## config.mk

```make
export PLATFORM = sky130hd
export DESIGN_NAME = ring_messenger_mc_flat
export DESIGN_NICKNAME = d
export VERILOG_FILES = /design/src/rtl/ring_messenger_mc_if.sv /design/src/rtl/ring_messenger_mc.sv /design/src/flat_wrapper.sv
export SDC_FILE = /design/constraint.sdc
export NUM_CORES = 2
export LEC_CHECK = 0
export CELL_PAD_IN_SITES_DETAIL_PLACEMENT = 1
export CELL_PAD_IN_SITES_GLOBAL_PLACEMENT = 2
export CORE_MARGIN = 1.5
export CORE_UTILIZATION = 40
export DETAILED_ROUTE_END_ITERATION = 6
export PLACE_DENSITY_LB_ADDON = 0.15
export SYNTH_ARGS = -nofsm -noshare
export SYNTH_HDL_FRONTEND = slang
export SYNTH_SLANG_ARGS = --single-unit
```

## constraint.sdc

```tcl
create_clock -name clock -period 7.8 [get_ports clock]
set_input_delay 1.95 -clock clock [delete_from_list [all_inputs] [get_ports clock]]
set_output_delay 1.95 -clock clock [all_outputs]
set_load 0.01 [all_outputs]
```

## src/rtl/ring_messenger_mc_if.sv

```systemverilog
// CPU queue and token-ring signal bundle for ring_messenger_mc.
// master = CPU/ring environment side, slave = the messenger itself.
interface ring_messenger_mc_if #(
  parameter int CORE_W   = 4,
  parameter int LEN_W    = 6,
  parameter int TYPE_W   = 4,
  parameter int MQ_DEPTH = 64
);
  localparam int LVL_W = $clog2(MQ_DEPTH) + 1;

  logic [TYPE_W+LEN_W+CORE_W-1:0] aq;
  logic                           read;
  logic                           selMsgr;
  logic [31:0]                    wq;
  logic                           rwq;
  logic [31:0]                    rq;
  logic                           wrq;
  logic                           done;
  logic [CORE_W-1:0]              whichCore;
  logic [31:0]                    RingIn;
  logic [3:0]                     SlotTypeIn;
  logic [CORE_W-1:0]              SourceIn;
  logic [31:0]                    RingOut;
  logic [3:0]                     SlotTypeOut;
  logic [CORE_W-1:0]              SourceOut;
  logic                           DriveRing;
  logic                           WantsToken;
  logic                           AcquireToken;
  logic                           consume;
  logic                           ctrlValid;
  logic [TYPE_W-1:0]              ctrlType;
  logic [CORE_W-1:0]              ctrlSrc;
  logic [LVL_W-1:0]               mqLevel;
  logic [15:0]                    dropCount;

  modport master (
    output aq, read, selMsgr, wq, whichCore, RingIn, SlotTypeIn, SourceIn, AcquireToken,
    input  rwq, rq, wrq, done, RingOut, SlotTypeOut, SourceOut, DriveRing, WantsToken,
           consume, ctrlValid, ctrlType, ctrlSrc, mqLevel, dropCount
  );

  modport slave (
    input  aq, read, selMsgr, wq, whichCore, RingIn, SlotTypeIn, SourceIn, AcquireToken,
    output rwq, rq, wrq, done, RingOut, SlotTypeOut, SourceOut, DriveRing, WantsToken,
           consume, ctrlValid, ctrlType, ctrlSrc, mqLevel, dropCount
  );
endinterface

```

## src/rtl/ring_messenger_mc.sv

```systemverilog
// Messenger between CPU AQ/WQ/RQ and the token ring; rx messages land in a FWFT MQ with whole-message
// admission. Ring/CPU strobes are same-cycle; the MQ never backpressures the ring (overflow drops).
module ring_messenger_mc #(
  parameter int CORE_W   = 4,
  parameter int LEN_W    = 6,
  parameter int TYPE_W   = 4,
  parameter int MQ_DEPTH = 64,
  parameter int BCAST_EN = 1
) (
  input logic               clock,
  input logic               reset,
  ring_messenger_mc_if.slave bus
);
  localparam int AW    = $clog2(MQ_DEPTH);
  localparam int LVL_W = AW + 1;

  typedef enum logic [2:0] {IDLE, WAIT_TOKEN, SEND, COPY_HDR, COPY_PAY} state_t;

  state_t            state;
  logic [LEN_W-1:0]  cnt;
  logic [LEN_W-1:0]  in_len;
  logic              in_keep;
  logic              in_consume;
  logic [31:0]       mem [MQ_DEPTH];
  logic [AW-1:0]     wr_ptr;
  logic [AW-1:0]     rd_ptr;
  logic [LVL_W-1:0]  level;
  logic [15:0]       drops;

  logic [LEN_W-1:0]  rx_len;
  logic [TYPE_W-1:0] rx_type;
  logic [CORE_W-1:0] rx_src;
  logic [CORE_W-1:0] rx_dest;
  logic              is_msg, is_hdr, is_pay;
  logic              uni, bcast, mine, sink, admit, drop, push, pop;
  logic [LVL_W:0]    free_words, need_words;
  logic [31:0]       head;
  logic [LEN_W-1:0]  aq_len;
  logic [TYPE_W-1:0] aq_type;
  logic [CORE_W-1:0] aq_dest;

  assign rx_len  = bus.RingIn[LEN_W-1:0];
  assign rx_type = bus.RingIn[LEN_W +: TYPE_W];
  assign rx_src  = bus.RingIn[LEN_W+TYPE_W +: CORE_W];
  assign rx_dest = bus.RingIn[LEN_W+TYPE_W+CORE_W +: CORE_W];

  assign is_msg = (bus.SlotTypeIn == 4'd8);
  assign is_hdr = is_msg && (in_len == '0);
  assign is_pay = is_msg && (in_len != '0);

  // A broadcast is never treated as a unicast, even when dest happens to equal this core.
  assign bcast = (BCAST_EN != 0) && (rx_dest == rx_src);
  assign uni   = (rx_dest == bus.whichCore) && !bcast;
  assign mine  = uni || (bcast && (bus.SourceIn != bus.whichCore));
  assign sink  = uni || (bcast && (bus.SourceIn == bus.whichCore));

  assign free_words = (LVL_W+1)'(MQ_DEPTH) - (LVL_W+1)'(level);
  assign need_words = (LVL_W+1)'(rx_len) + (LVL_W+1)'(1);
  assign admit      = mine && (rx_len != '0) && (free_words >= need_words);
  assign drop       = is_hdr && mine && (rx_len != '0) && !admit;
  assign push       = (is_hdr && admit) || (is_pay && in_keep);

  assign bus.consume   = (is_hdr && sink) || (is_pay && in_consume);
  assign bus.ctrlValid = is_hdr && mine && (rx_len == '0);
  assign bus.ctrlType  = bus.ctrlValid ? rx_type : '0;
  assign bus.ctrlSrc   = bus.ctrlValid ? rx_src : '0;

  assign head = mem[rd_ptr];

  always_ff @(posedge clock) begin
    if (push) mem[wr_ptr] <= bus.RingIn;
  end

  always_ff @(posedge clock) begin
    if (reset) begin
      in_len     <= '0;
      in_keep    <= 1'b0;
      in_consume <= 1'b0;
      wr_ptr     <= '0;
      rd_ptr     <= '0;
      level      <= '0;
      drops      <= '0;
    end else begin
      if (is_hdr) begin
        in_len     <= rx_len;
        in_keep    <= admit;
        in_consume <= sink;
      end else if (is_pay) begin
        in_len <= in_len - LEN_W'(1);
      end
      if (push) wr_ptr <= wr_ptr + AW'(1);
      if (pop)  rd_ptr <= rd_ptr + AW'(1);
      case ({push, pop})
        2'b10:   level <= level + LVL_W'(1);
        2'b01:   level <= level - LVL_W'(1);
        default: level <= level;
      endcase
      if (drop && (drops != 16'hFFFF)) drops <= drops + 16'd1;
    end
  end

  assign aq_dest = bus.aq[CORE_W-1:0];
  assign aq_len  = bus.aq[CORE_W +: LEN_W];
  assign aq_type = bus.aq[CORE_W+LEN_W +: TYPE_W];

  always_ff @(posedge clock) begin
    if (reset) begin
      state <= IDLE;
      cnt   <= '0;
    end else begin
      case (state)
        IDLE: begin
          if (bus.selMsgr && !bus.read) state <= WAIT_TOKEN;
          else if (bus.selMsgr && bus.read && (level != '0)) state <= COPY_HDR;
        end
        WAIT_TOKEN: begin
          if (bus.AcquireToken) begin
            state <= (aq_len == '0) ? IDLE : SEND;
            cnt   <= aq_len;
          end
        end
        SEND: begin
          cnt <= cnt - LEN_W'(1);
          if (cnt == LEN_W'(1)) state <= IDLE;
        end
        COPY_HDR: begin
          cnt   <= head[LEN_W-1:0];
          state <= COPY_PAY;
        end
        COPY_PAY: begin
          cnt <= cnt - LEN_W'(1);
          if (cnt == LEN_W'(1)) state <= IDLE;
        end
        default: state <= IDLE;
      endcase
    end
  end

  // Ring and CPU strobes follow the current state and inputs so token-grant and empty-poll act in-cycle.
  always_comb begin
    bus.RingOut    = '0;
    bus.DriveRing  = 1'b0;
    bus.WantsToken = 1'b0;
    bus.rwq        = 1'b0;
    bus.rq         = '0;
    bus.wrq        = 1'b0;
    bus.done       = 1'b0;
    pop            = 1'b0;
    case (state)
      IDLE: begin
        if (bus.selMsgr && bus.read && (level == '0)) begin
          bus.wrq  = 1'b1;
          bus.done = 1'b1;
        end
      end
      WAIT_TOKEN: begin
        bus.WantsToken = 1'b1;
        if (bus.AcquireToken) begin
          bus.DriveRing = 1'b1;
          bus.RingOut   = 32'({aq_dest, bus.whichCore, aq_type, aq_len});
          bus.done      = (aq_len == '0);
        end
      end
      SEND: begin
        bus.DriveRing = 1'b1;
        bus.RingOut   = bus.wq;
        bus.rwq       = 1'b1;
        bus.done      = (cnt == LEN_W'(1));
      end
      COPY_HDR: begin
        bus.rq  = head;
        bus.wrq = 1'b1;
        pop     = 1'b1;
      end
      COPY_PAY: begin
        bus.rq   = head;
        bus.wrq  = 1'b1;
        pop      = 1'b1;
        bus.done = (cnt == LEN_W'(1));
      end
      default: ;
    endcase
  end

  assign bus.SlotTypeOut = 4'd8;
  assign bus.SourceOut   = bus.whichCore;
  assign bus.mqLevel     = level;
  assign bus.dropCount   = drops;
endmodule
```

## src/flat_wrapper.sv

```systemverilog
// flat-port wrapper written by rule: the top's interface ports become plain ports
module ring_messenger_mc_flat 
#(
  parameter int CORE_W   = 4,
  parameter int LEN_W    = 6,
  parameter int TYPE_W   = 4,
  parameter int MQ_DEPTH = 64,
  parameter int BCAST_EN = 1
)
  (clock, reset, bus_aq, bus_read, bus_selMsgr, bus_wq, bus_whichCore, bus_RingIn, bus_SlotTypeIn, bus_SourceIn, bus_AcquireToken, bus_rwq, bus_rq, bus_wrq, bus_done, bus_RingOut, bus_SlotTypeOut, bus_SourceOut, bus_DriveRing, bus_WantsToken, bus_consume, bus_ctrlValid, bus_ctrlType, bus_ctrlSrc, bus_mqLevel, bus_dropCount);
  ring_messenger_mc_if #(.CORE_W(CORE_W), .LEN_W(LEN_W), .TYPE_W(TYPE_W), .MQ_DEPTH(MQ_DEPTH)) bus_i ();
  input logic clock;
  input logic reset;
  input wire logic [$bits(bus_i.aq)-1:0] bus_aq;
  input wire logic [$bits(bus_i.read)-1:0] bus_read;
  input wire logic [$bits(bus_i.selMsgr)-1:0] bus_selMsgr;
  input wire logic [$bits(bus_i.wq)-1:0] bus_wq;
  input wire logic [$bits(bus_i.whichCore)-1:0] bus_whichCore;
  input wire logic [$bits(bus_i.RingIn)-1:0] bus_RingIn;
  input wire logic [$bits(bus_i.SlotTypeIn)-1:0] bus_SlotTypeIn;
  input wire logic [$bits(bus_i.SourceIn)-1:0] bus_SourceIn;
  input wire logic [$bits(bus_i.AcquireToken)-1:0] bus_AcquireToken;
  output wire logic [$bits(bus_i.rwq)-1:0] bus_rwq;
  output wire logic [$bits(bus_i.rq)-1:0] bus_rq;
  output wire logic [$bits(bus_i.wrq)-1:0] bus_wrq;
  output wire logic [$bits(bus_i.done)-1:0] bus_done;
  output wire logic [$bits(bus_i.RingOut)-1:0] bus_RingOut;
  output wire logic [$bits(bus_i.SlotTypeOut)-1:0] bus_SlotTypeOut;
  output wire logic [$bits(bus_i.SourceOut)-1:0] bus_SourceOut;
  output wire logic [$bits(bus_i.DriveRing)-1:0] bus_DriveRing;
  output wire logic [$bits(bus_i.WantsToken)-1:0] bus_WantsToken;
  output wire logic [$bits(bus_i.consume)-1:0] bus_consume;
  output wire logic [$bits(bus_i.ctrlValid)-1:0] bus_ctrlValid;
  output wire logic [$bits(bus_i.ctrlType)-1:0] bus_ctrlType;
  output wire logic [$bits(bus_i.ctrlSrc)-1:0] bus_ctrlSrc;
  output wire logic [$bits(bus_i.mqLevel)-1:0] bus_mqLevel;
  output wire logic [$bits(bus_i.dropCount)-1:0] bus_dropCount;
  assign bus_i.aq = bus_aq;
  assign bus_i.read = bus_read;
  assign bus_i.selMsgr = bus_selMsgr;
  assign bus_i.wq = bus_wq;
  assign bus_i.whichCore = bus_whichCore;
  assign bus_i.RingIn = bus_RingIn;
  assign bus_i.SlotTypeIn = bus_SlotTypeIn;
  assign bus_i.SourceIn = bus_SourceIn;
  assign bus_i.AcquireToken = bus_AcquireToken;
  assign bus_rwq = bus_i.rwq;
  assign bus_rq = bus_i.rq;
  assign bus_wrq = bus_i.wrq;
  assign bus_done = bus_i.done;
  assign bus_RingOut = bus_i.RingOut;
  assign bus_SlotTypeOut = bus_i.SlotTypeOut;
  assign bus_SourceOut = bus_i.SourceOut;
  assign bus_DriveRing = bus_i.DriveRing;
  assign bus_WantsToken = bus_i.WantsToken;
  assign bus_consume = bus_i.consume;
  assign bus_ctrlValid = bus_i.ctrlValid;
  assign bus_ctrlType = bus_i.ctrlType;
  assign bus_ctrlSrc = bus_i.ctrlSrc;
  assign bus_mqLevel = bus_i.mqLevel;
  assign bus_dropCount = bus_i.dropCount;
  ring_messenger_mc #(.CORE_W(CORE_W), .LEN_W(LEN_W), .TYPE_W(TYPE_W), .MQ_DEPTH(MQ_DEPTH), .BCAST_EN(BCAST_EN)) u_core (.clock(clock), .reset(reset), .bus(bus_i));
endmodule
```

==> run_results.csv <==
group,metric,value,unit
setup_path,r2r-start,"u_core.bus.mqLevel[0]$_SDFFE_PP0P_",
clock_tree,cts_tree,"done",
drt,avgRoutedWirePerCell,35.43,um
setup_path,r2r-end,"u_core.bus.mqLevel[6]$_SDFFE_PP0P_",
timing,timing.final.ws_setup,0.8655,ns
placed_design,post-place-ws,1.136,ns
timing,holdWs,0.4794,ns
die,core,204600,um2
pwr,p_per_area,249.5,nW/um2
pwr,peakVddDrop,0.0002331,V
clock_tree,cts-htree-levels,4,
grt,grt_pass1_vias,42800,
timing,setup_tns,0,ns
grt,grt_overflow,0,
clock_tree,hold_buffers,0,
clock_tree,post-cts-setup-buffers,0,
setup_path,arrival,4.98,ns
timing,rsz0062_at_grt,"no",
clock_tree,cts.sinks,2106,
clock_tree,cts-root-buf,"clkbuf_16",
timing,tightest_slew,1.245,ns
placed_design,numPortBuffers,200,
timing,final-setup-viol-count,0,
die,fp-row-count,166,
timing,slew_headroom,17.02,%
finish,seq_area,62680,um2
drt,vias,41064,
yosys,synth_edf_count,2048,
yosys,synth_top_area_share,74.77,%
flow_run,cap_viol_max_count,0,
drt,drt_iter0_markers,4632,
drt,routed_wl,249100,um
grt,antenna_found_initial,12,
clock_tree,cts_resized,0,
drt,ant_nets,0,
die,ioPinCount,205,
finish,fillers,18310,
hold_path,hp-class,"register to register",
yosys,syn_area_per_cell,21.72,um2
setup_path,ff2ff_path_depth,22,
setup_path,start_kind,"register",
hold_path,min_path_cells,2,
setup_path,endpoint_kind,"primary output",
yosys,synth-async-reset-ratio,0,%
yosys,synth.cell_area,82250,um2
finish,final_layout_size_suffix_gt1_share,26.32,%
setup_path,crit_type,"register to primary output",
timing,fmax,0.1442,GHz
clock_tree,insertion_delay,0.85,ns
die,die_h,456.5,um
die,start_util,40.20,%
finish,syn_to_final_growth,16.39,%
drt,drc,0,
setup_path,worst-path-max-fanout,29,
hold_path,whs_endpoint,"u_core.in_len[1]$_SDFFE_PP0P_",
timing,clock-skew-final,0.03086,ns
clock_tree,cts_made_buffers,220,
timing,final-hold-violation-count,0,
finish,multiInputGateArea,19040,um2
yosys,syn_inst,3787,
finish,nets,4270,
yosys,synth.area.top_cells,"edfxtp_1, mux4_2, mux2i_1",
placed_design,dpl.hpwl,145600,um
setup_path,r2r_slack,2.34,ns
die,die_area,208400,um2
setup_path,crit_required,5.85,ns
yosys,synth-seq-area-share,76.18,%
timing,slew_violations,0,
yosys,netlist.top_cell.by_area,"edfxtp_1",
yosys,synth_flop_cell,"edfxtp_1",
timing,fin_crit,6.935,ns
yosys,synth.distinct_cells,64,
placed_design,place.gp.congestion,0.7650,
grt,grt_max_degree,85,
die,fp.dieW,456.5,um
clock_tree,clk_pin_slew_worst_paths,0.06,ns
yosys,synth.most_common_cell,"edfxtp_1",
grt,grt_pass1_wl,347900,um
finish,postLayoutCoreUtil,46.79,%
timing,post-route-period-util,88.90,%
yosys,ys_ff_latch,2106,
yosys,synth_common_cells,"edfxtp_1, mux4_2, mux2i_1",
clock_tree,clock_path_buffers,3,
yosys,ys_warn_count,0,
run_status,status,"complete, no violations",
grt,grt_usage,23.89,%
drt,vias_per_cell,5.841,
pwr,p_leak,28.42,nW
hold_path,worstHoldStart,"u_core.in_len[1]$_SDFFE_PP0P_",
drt,first_pass_iters,5,
how the worst max path moves through the flow:
stage / end / depth (start not counted)
floorplan: u_core.bus.mqLevel[6]$_SDFFE_PP0P_ / 21
global placement: u_core.bus.mqLevel[6]$_SDFFE_PP0P_ / 21
detailed placement: u_core.bus.mqLevel[6]$_SDFFE_PP0P_ / 21
CTS: bus_rq[5] / 9
global route: bus_rq[5] / 9
finish: bus_rq[5] / 9
state kept, by name, indices dropped and copies added, names as in the netlist, named ones only:
name                  flops
u_core.in_consume         1
u_core.bus.mqLevel        7
u_core.state              3
u_core.wr_ptr             6
u_core.bus.dropCount     16
u_core.rd_ptr             6
u_core.cnt                6
u_core.in_len             6
u_core.in_keep            1
u_core.mem             2048
where the power goes:
group / switching, mW / leakage (nW) / internal [mW]
clock network: 4.43 / 3.30 / 5.58
registers: 0.0409 / 18.9 / 12.4
logic: 0.782 / 6.25 / 0.630
critical path, stage by stage (launching register included):
cell,delay [ns]
dfxtp_4,0.85
nor2b_2,0.99
buf_4,0.35
a22oi_1,0.09
and3_1,0.19
a31oi_1,0.25
o221ai_1,0.17
o21ai_1,0.55
nor2_1,0.10
clkdlybuf4s50_1,0.50
placed cells by master, fill, tap and decap left out, types with 34 or more instances in the layout:
cell type        Yosys  layout
a21oi_1             77      77
a22oi_1             34      34
buf_12               0      55
buf_4               12     113
clkbuf_1           102      49
clkbuf_16            0     222
clkdlybuf4s50_1      0     167
clkinv_1             1      57
clkinv_2             0      38
dfxtp_1             58      52
edfxtp_1          2048    2048
mux2i_1            174     174
mux4_2             553     553
nand2_1             64      64
nor2_1             122      55
nor2_4               0      64
layer usage:
metal  track usage (%)  vias up  share of wire (%)  wire [um]
met2             37.80     1198                 47     118200
li1                  -    16696                  -          -
met1             34.93    22868                 45     111300
met4             6.190        4                2.7       6650
met3             3.391      298                5.2      12890
met5                 0        -             0.0084         21
final cells by class:
type,instances,share of cell area [%]
diodes,7,0.01830
clock buffers,276,6.067
clock inverters,125,1.006
inverters,19,0.07450
multi-input cells,1441,19.89
flip-flops and latches,2106,65.48
well taps,2688,3.513
repair buffers,368,3.955
logic make-up after synthesis:
family	after synthesis	share of synthesized area, %
simple gates	364	2.232
xor+xnor	47	0.5005
mux	729	17.29
compound gates	278	2.213
buf+inv	242	1.287
flops	2106	76.18
fa+ha+maj	19	0.2890
other cells	2	0.009131
per-stage QoR:
step	total power, mW	instance area (um2)	cells
3_3_place_gp	14.12	88940	6622
4_1_cts	24.11	95710	7023
6_report	23.89	95730	7030
3_5_place_dp	14.14	88940	6622
2_1_floorplan	13.51	82260	3789
5_1_grt	24.56	95720	7024
(Power assumes the default switching activity.)
